$ cat src/rtl/branch_resolve_unit.sv
// Resolves EX-stage conditional branches against the ID-stage prediction and
// drives the predictor update, mispredict flush/redirect and perf counters.
module branch_resolve_unit #(
  parameter int ADDR_W = 32,
  parameter int CNT_W  = 16
) (
  input  logic              clk_i,
  input  logic              rst_i,
  input  logic              stall_i,
  input  logic              id_branch_i,
  input  logic [ADDR_W-1:0] id_pc_i,
  input  logic [ADDR_W-1:0] id_target_i,
  input  logic              predict_i,
  input  logic              ex_taken_i,
  output logic              id_take_o,
  output logic              branch_o,
  output logic              update_o,
  output logic              flush_o,
  output logic              redirect_o,
  output logic [ADDR_W-1:0] redirect_pc_o,
  output logic [CNT_W-1:0]  branch_cnt_o,
  output logic [CNT_W-1:0]  miss_cnt_o
);

  typedef enum logic {
    IDLE,
    RESOLVED_HOLD
  } state_t;

  localparam logic [CNT_W-1:0]  CNT_MAX = '1;
  localparam logic [ADDR_W-1:0] INSN_BYTES = ADDR_W'(4);

  state_t            state;
  logic              ex_valid;
  logic              ex_pred;
  logic [ADDR_W-1:0] ex_fall;
  logic [ADDR_W-1:0] ex_tgt;

  logic              resolved;
  logic              fire;
  logic              miss;

  assign resolved = (state == RESOLVED_HOLD);
  assign fire     = ex_valid & ~resolved;
  assign miss     = fire & (ex_pred != ex_taken_i);

  assign branch_o      = fire;
  assign update_o      = fire & ex_taken_i;
  assign flush_o       = miss;
  assign redirect_o    = miss;
  assign redirect_pc_o = miss ? (ex_taken_i ? ex_tgt : ex_fall) : '0;

  // A mispredict in EX squashes whatever ID was about to redirect to.
  assign id_take_o = id_branch_i & predict_i & ~miss;

  always_ff @(posedge clk_i or negedge rst_i) begin
    if (!rst_i) begin
      ex_valid <= 1'b0;
      ex_pred  <= 1'b0;
      ex_fall  <= '0;
      ex_tgt   <= '0;
    end else if (miss) begin
      ex_valid <= 1'b0;
    end else if (!stall_i) begin
      ex_valid <= id_branch_i;
      ex_pred  <= predict_i;
      ex_fall  <= id_pc_i + INSN_BYTES;
      ex_tgt   <= id_target_i;
    end
  end

  // RESOLVED_HOLD masks a stalled branch that already fired, so it fires once.
  always_ff @(posedge clk_i or negedge rst_i) begin
    if (!rst_i) begin
      state <= IDLE;
    end else begin
      case (state)
        IDLE: begin
          if (fire && stall_i && !miss) state <= RESOLVED_HOLD;
        end
        RESOLVED_HOLD: begin
          if (!stall_i || miss) state <= IDLE;
        end
        default: state <= IDLE;
      endcase
    end
  end

  always_ff @(posedge clk_i or negedge rst_i) begin
    if (!rst_i) begin
      branch_cnt_o <= '0;
      miss_cnt_o   <= '0;
    end else begin
      if (fire && branch_cnt_o != CNT_MAX) branch_cnt_o <= branch_cnt_o + 1'b1;
      if (miss && miss_cnt_o != CNT_MAX)   miss_cnt_o   <= miss_cnt_o + 1'b1;
    end
  end

endmodule

$ cat config.mk
export PLATFORM = sky130hd
export DESIGN_NAME = branch_resolve_unit
export DESIGN_NICKNAME = d
export VERILOG_FILES = /design/src/rtl/branch_resolve_unit.sv
export SDC_FILE = /design/constraint.sdc
export NUM_CORES = 1
export LEC_CHECK = 0
export CAP_MARGIN = 5
export CORE_ASPECT_RATIO = 0.8
export CORE_MARGIN = 3
export CORE_UTILIZATION = 44
export DETAILED_ROUTE_END_ITERATION = 16
export GPL_TIMING_DRIVEN = 1
export HOLD_SLACK_MARGIN = 0.08
export PLACE_DENSITY = 0.77
export SLEW_MARGIN = 5
export SYNTH_ARGS = -nofsm -noshare
export SYNTH_HDL_FRONTEND = slang
export SYNTH_SLANG_ARGS = --single-unit
export TNS_END_PERCENT = 1
$ cat constraint.sdc
create_clock -name clk_i -period 1.95 [get_ports clk_i]
set_clock_uncertainty 0.1 [all_clocks]
set_input_delay 0.39 -clock clk_i [delete_from_list [all_inputs] [get_ports clk_i]]
set_output_delay 0.39 -clock clk_i [all_outputs]
set_load 0.02 [all_outputs]
Yosys cells after proc, flatten, opt, wreduce, memory -nomap -nowiden
Index checks and enable logic that the tools add are counted.

Bits in registers: 99. Word-level logic and storage cells: 37.

$add $sub $neg: 3. Equal/unequal tests: 4. Muxes and demuxes: 7. Bitwise operators: 8. Reductions and logical operators: 8.

Operators with widths (count): $mux W32 (2); $add A16 B1 Y16 const B (2); $add A32 B3 Y32 const B (1); $ne A16 B16 Y1 const B (2); $and A1 B1 Y1 (5); $logic_and A1 B1 Y1 (4); $mux W1 (4); $not A1 Y1 (3); $logic_not A1 Y1 (2); $ne A2 B1 Y1 const B (1); $pmux W1 S2 (1); $reduce_and A2 Y1 (1); $logic_or A1 B1 Y1 (1); $ne A1 B1 Y1 (1).

Longest topological paths before layout
Depth in word-level cells: 7. Depth in mapped cells: 7. Depth with buffers taken out: 6.

Worst setup path after synthesis
No wires, ideal clock.

Path type: register -> register. Start point: register miss_cnt_o[0]. End point: register miss_cnt_o[6]. Library setup time: 129 ps. Data arrival time: 1871 ps. Slack: -150 ps. Stages on the path, launching flop included: 7. Path through: dfrtp_1 ha_1 nand2_1 or3_1 clkbuf_1 or4b_1 xnor2_1.

Longest elaborated chain between the ends: 2. Elaborated cells on any way between the ends: 3. Classes of those cells: add/sub: 1; eq/ne: 1; reduce/logical: 1.

Ends and longest elaborated chain: start, declared (RTL line 22) `output logic [CNT_W-1:0] miss_cnt_o`; start signal, assigned (RTL line 95) `if (miss && miss_cnt_o != CNT_MAX) miss_cnt_o <= miss_cnt_o + 1'b1;`; parallel branches: the longest is 2 deep, another holds $add A16 B1 Y16.

Several ways; the timed one is not identified. A chain may end at the register's enable or synchronous reset.

Final worst setup path
Start point: register ex_pred. End point: output port redirect_pc_o[2].

Longest elaborated chain between the ends: 3.

Ends and longest elaborated chain: start, declared (RTL line 35) `logic ex_pred;`; start signal, assigned (RTL line 66) `ex_pred <= predict_i;`; $ne A1 B1 Y1 (RTL line 45) `assign miss = fire & (ex_pred != ex_taken_i);`; $and A1 B1 Y1 (RTL line 45); $mux W32 (RTL line 51) `assign redirect_pc_o = miss ? (ex_taken_i ? ex_tgt : ex_fall) : '0;`; end, declared (RTL line 20) `output logic [ADDR_W-1:0] redirect_pc_o,`.

No other way between the ends.

==> results by group <==
Outcome
  • Status: complete, but fails checks
  • Failing checks: negative setup slack

Layout
  • Area Overhead vs Synth: 56.94%
  • Sequential cell area: 0.002480 mm^2
  • ANT cells: 0
  • Nets: 859
  • Fillers: between 800 and 900
  • Multi-input logic area: 0.002846 mm^2
  • Util after Layout: around 73%
  • Layout cells sized above 1: 25.41%

Power
  • Overall Power: 7.146 mW
  • P_leak: roughly 3.8 nW
  • Clock share of power: 25.5%
  • Net Sw Frac: 34.68%
  • Int Pwr: 4.668 mW
  • Flop pwr share: 39.2%
  • Combinational Power Share: a little over a third
  • Net Sw Power: 2.478 mW
  • Maximum vdd drop: 524.0 uV
  • Power per cell area: 882.4 mW/mm^2

Critical path
  • CP Class: reg2out
  • Crit path DAT: 1600 ps
  • Worst R2R Setup Slack: approximately 20 ps
  • Critical Path End Type: output pin
  • Critical Path RT: approximately 1500 ps
  • CP Max Fanout: 6
  • CP startpoint kind: flop

Synthesis
  • Number of synthesized register bits: 99
  • Post-Syn Instances: 573
  • Avg Inst Size Synth: 9.005 um^2
  • Top cell type by total area after synthesis: dfrtp_1
  • Async SR Flop Fraction: 100.0%
  • Area contributors post-synth: dfrtp_1 (48%), nand2_1 (10%), mux2i_1 (6.4%)
  • Unique masters post-synth: 38
  • Syn_nets: 646
  • Yosys top cell area share: 48.01%
  • Ys Warns: 0
  • Top-count cell post-synth: nand2_1
  • Seq/Total Area, Yosys: between 40% and 50%
  • Top FF cell, synth: dfrtp_1
  • Post-synth EDFFs: 0
  • Synth cell count leaders: nand2_1 (139), dfrtp_1 (99), nor2_1 (60)
  • Synth Cell Area: roughly 0.0052 mm^2

Detailed routing
  • Detailed-route vias per instance: 5.510
  • DRT iter0 DRCs: 314
  • DR WL/cell: 16.82 um
  • WL final: ~16 mm
  • Vias: 5152
  • Remaining antenna violation count: 0
  • First drt pass iteration count: 5
  • DRC Markers: 0

Clocking
  • CTS sink count: around 100
  • Later-pin clock latency in the skew report: 350 ps
  • CTS Buf Count: 9
  • Worst-path clk slew: 70 ps
  • Root Buffer: clkbuf_16
  • Clock buffer depth: 2
  • CTS tree: yes
  • H-tree levels: 3

Timing
  • Slew @ Worst Pin: 508.2 ps
  • Hold Violations, Final: 0
  • Final setup viols: 35
  • RSZ-0062 raised after global routing: true
  • Max Clk Rate: ~480 MHz
  • Final TNS setup: -3158 ps
  • Relative slew slack: 65.86%
  • Final WS setup: -140.4 ps
  • Slew Limit Fails: 0
  • Final period utilization: 107.2%
  • Clock period minus worst slack: around 2100 ps

Die
  • DIE AREA: 0.01307 mm^2
  • Chip Width: 127.1 um
  • Row cnt: 34
  • Starting Density: 46.30%
  • Die Y: 102.9 um
  • Core area: 0.01115 mm^2
  • Top Ports: 139

Global route
  • GRT Overall Usage: roughly 24%
  • Initial antenna violation count: 0
  • Gr ovfl total: 0
  • First-pass GRT wire length: around 26 mm
  • Vias in the first global route: 5303
  • Largest net degree at the start of global routing: 51

Placement
  • RD Place Congestion: 0.8980
  • Dpl hpwl: about 11 mm
  • Port bufs: approximately 140
  • Placement Setup Slack: -503.5 ps

Min path
  • Hold Crit Class: in2reg

Job
  • Max Cap Violations: 0
## path summary, 6_finish.rpt
path,start,to,cells past startpoint
setup / recovery,ex_pred,redirect_pc_o[2],6
min in group asynchronous,rst_i,miss_cnt_o[11],2
hold reg to reg,ex_tgt[8],ex_tgt[8],2
setup reg to reg,resolved,miss_cnt_o[6],5
max in group asynchronous,rst_i,ex_fall[27],3
hold / removal,id_pc_i[2],ex_fall[2],2
## cell type report
class | count | area share [%]
clock buffers | 10 | 2.828
clock inverters | 6 | 0.8807
inverters | 5 | 0.3245
multi-input cells | 439 | 35.15
flip-flops and latches | 99 | 30.62
well taps | 144 | 2.225
repair buffers | 232 | 27.97
## power by group through the flow
stage / combinational [mW] / sequential [mW] / clock (mW)
2_1_floorplan: 0.963 / 2.90 / 0
3_3_place_gp: 2.16 / 2.79 / 0
3_5_place_dp: 2.22 / 2.82 / 0
4_1_cts: 2.49 / 2.79 / 1.85
5_1_grt: 2.73 / 2.86 / 1.92
6_report: 2.52 / 2.80 / 1.82
## metal layers
| metal | up-vias | track usage [%] | part of all wire (%) |
|---|---|---|---|
| li1 | 2407 | - | - |
| met1 | 2521 | 30.58 | 41 |
| met2 | 201 | 43.54 | 51 |
| met3 | 23 | 4.868 | 6.3 |
| met4 | 0 | 7.420 | 1.4 |
| met5 | - | 0 | 0 |
## worst max-delay path: stages, from the launching register on
cell and delay [ps]:
dfrtp_1 410, xor2_2 200, nand2_4 100, buf_12 160
buf_16 150, nor2_4 100, buf_6 120
## cell families (layout without fill, tap and decap cells)
kind of cell	after synthesis	count (layout)	share of synthesized area [%]
compound gates	52	52	6.596
simple gates	305	305	27.38
fa+ha+maj	3	3	0.7275
xor+xnor	41	41	6.959
mux	38	38	7.493
flops	99	99	48.01
buf+inv	35	253	2.837
## through the flow
stage / hold slack, ps / area, um^2 / cells
global placement: 266.9 / 7355 / 912
global route: 374.3 / 8098 / 935
finish: 364.6 / 8098 / 935
floorplan: -5.591 / 5175 / 573
CTS: 347.7 / 7943 / 935
detailed placement: 268.7 / 7355 / 912
## repair_timing
| item | 4_1_cts | 5_1_grt |
|---|---|---|
| pin swaps | 20 | 9 |
| gates cloned | 3 | 0 |
| endpoints found under the setup margin | 57 | 74 |
| hold endpoints to repair | 31 | 0 |
| setup buffers | 3 | 0 |
| hold buffers | 1 | 0 |
| resized for setup | 257 | 42 |
## registers in the layout (all words and copies together), names as in the netlist
register and count:
ex_tgt 32, ex_pred 1, ex_fall 32, miss_cnt_o 16, resolved 1, branch_cnt_o 16
ex_valid 1
## cell usage in the layout, fill, tap and decap left out, drive strengths merged, types with 2 or more instances in the layout
cell type and n:
a21oi 2, a31oi 16, and2 3, and3 10, and4 6, buf 131, clkbuf 11, clkdlybuf4s50 81
clkinvlp 2, dfrtp 99, dlygate4sd2 5, dlymetal6s2s 13, ha 3, inv 7, mux2 5, mux2i 33
nand2 139, nand3 26, nand4 22, nor2 60, nor3 12, nor4 6, o21ai 18, o31ai 13
or3 3, or4 13, xnor2 12, xor2 29
Note: power is estimated with default switching activity, not from simulation.
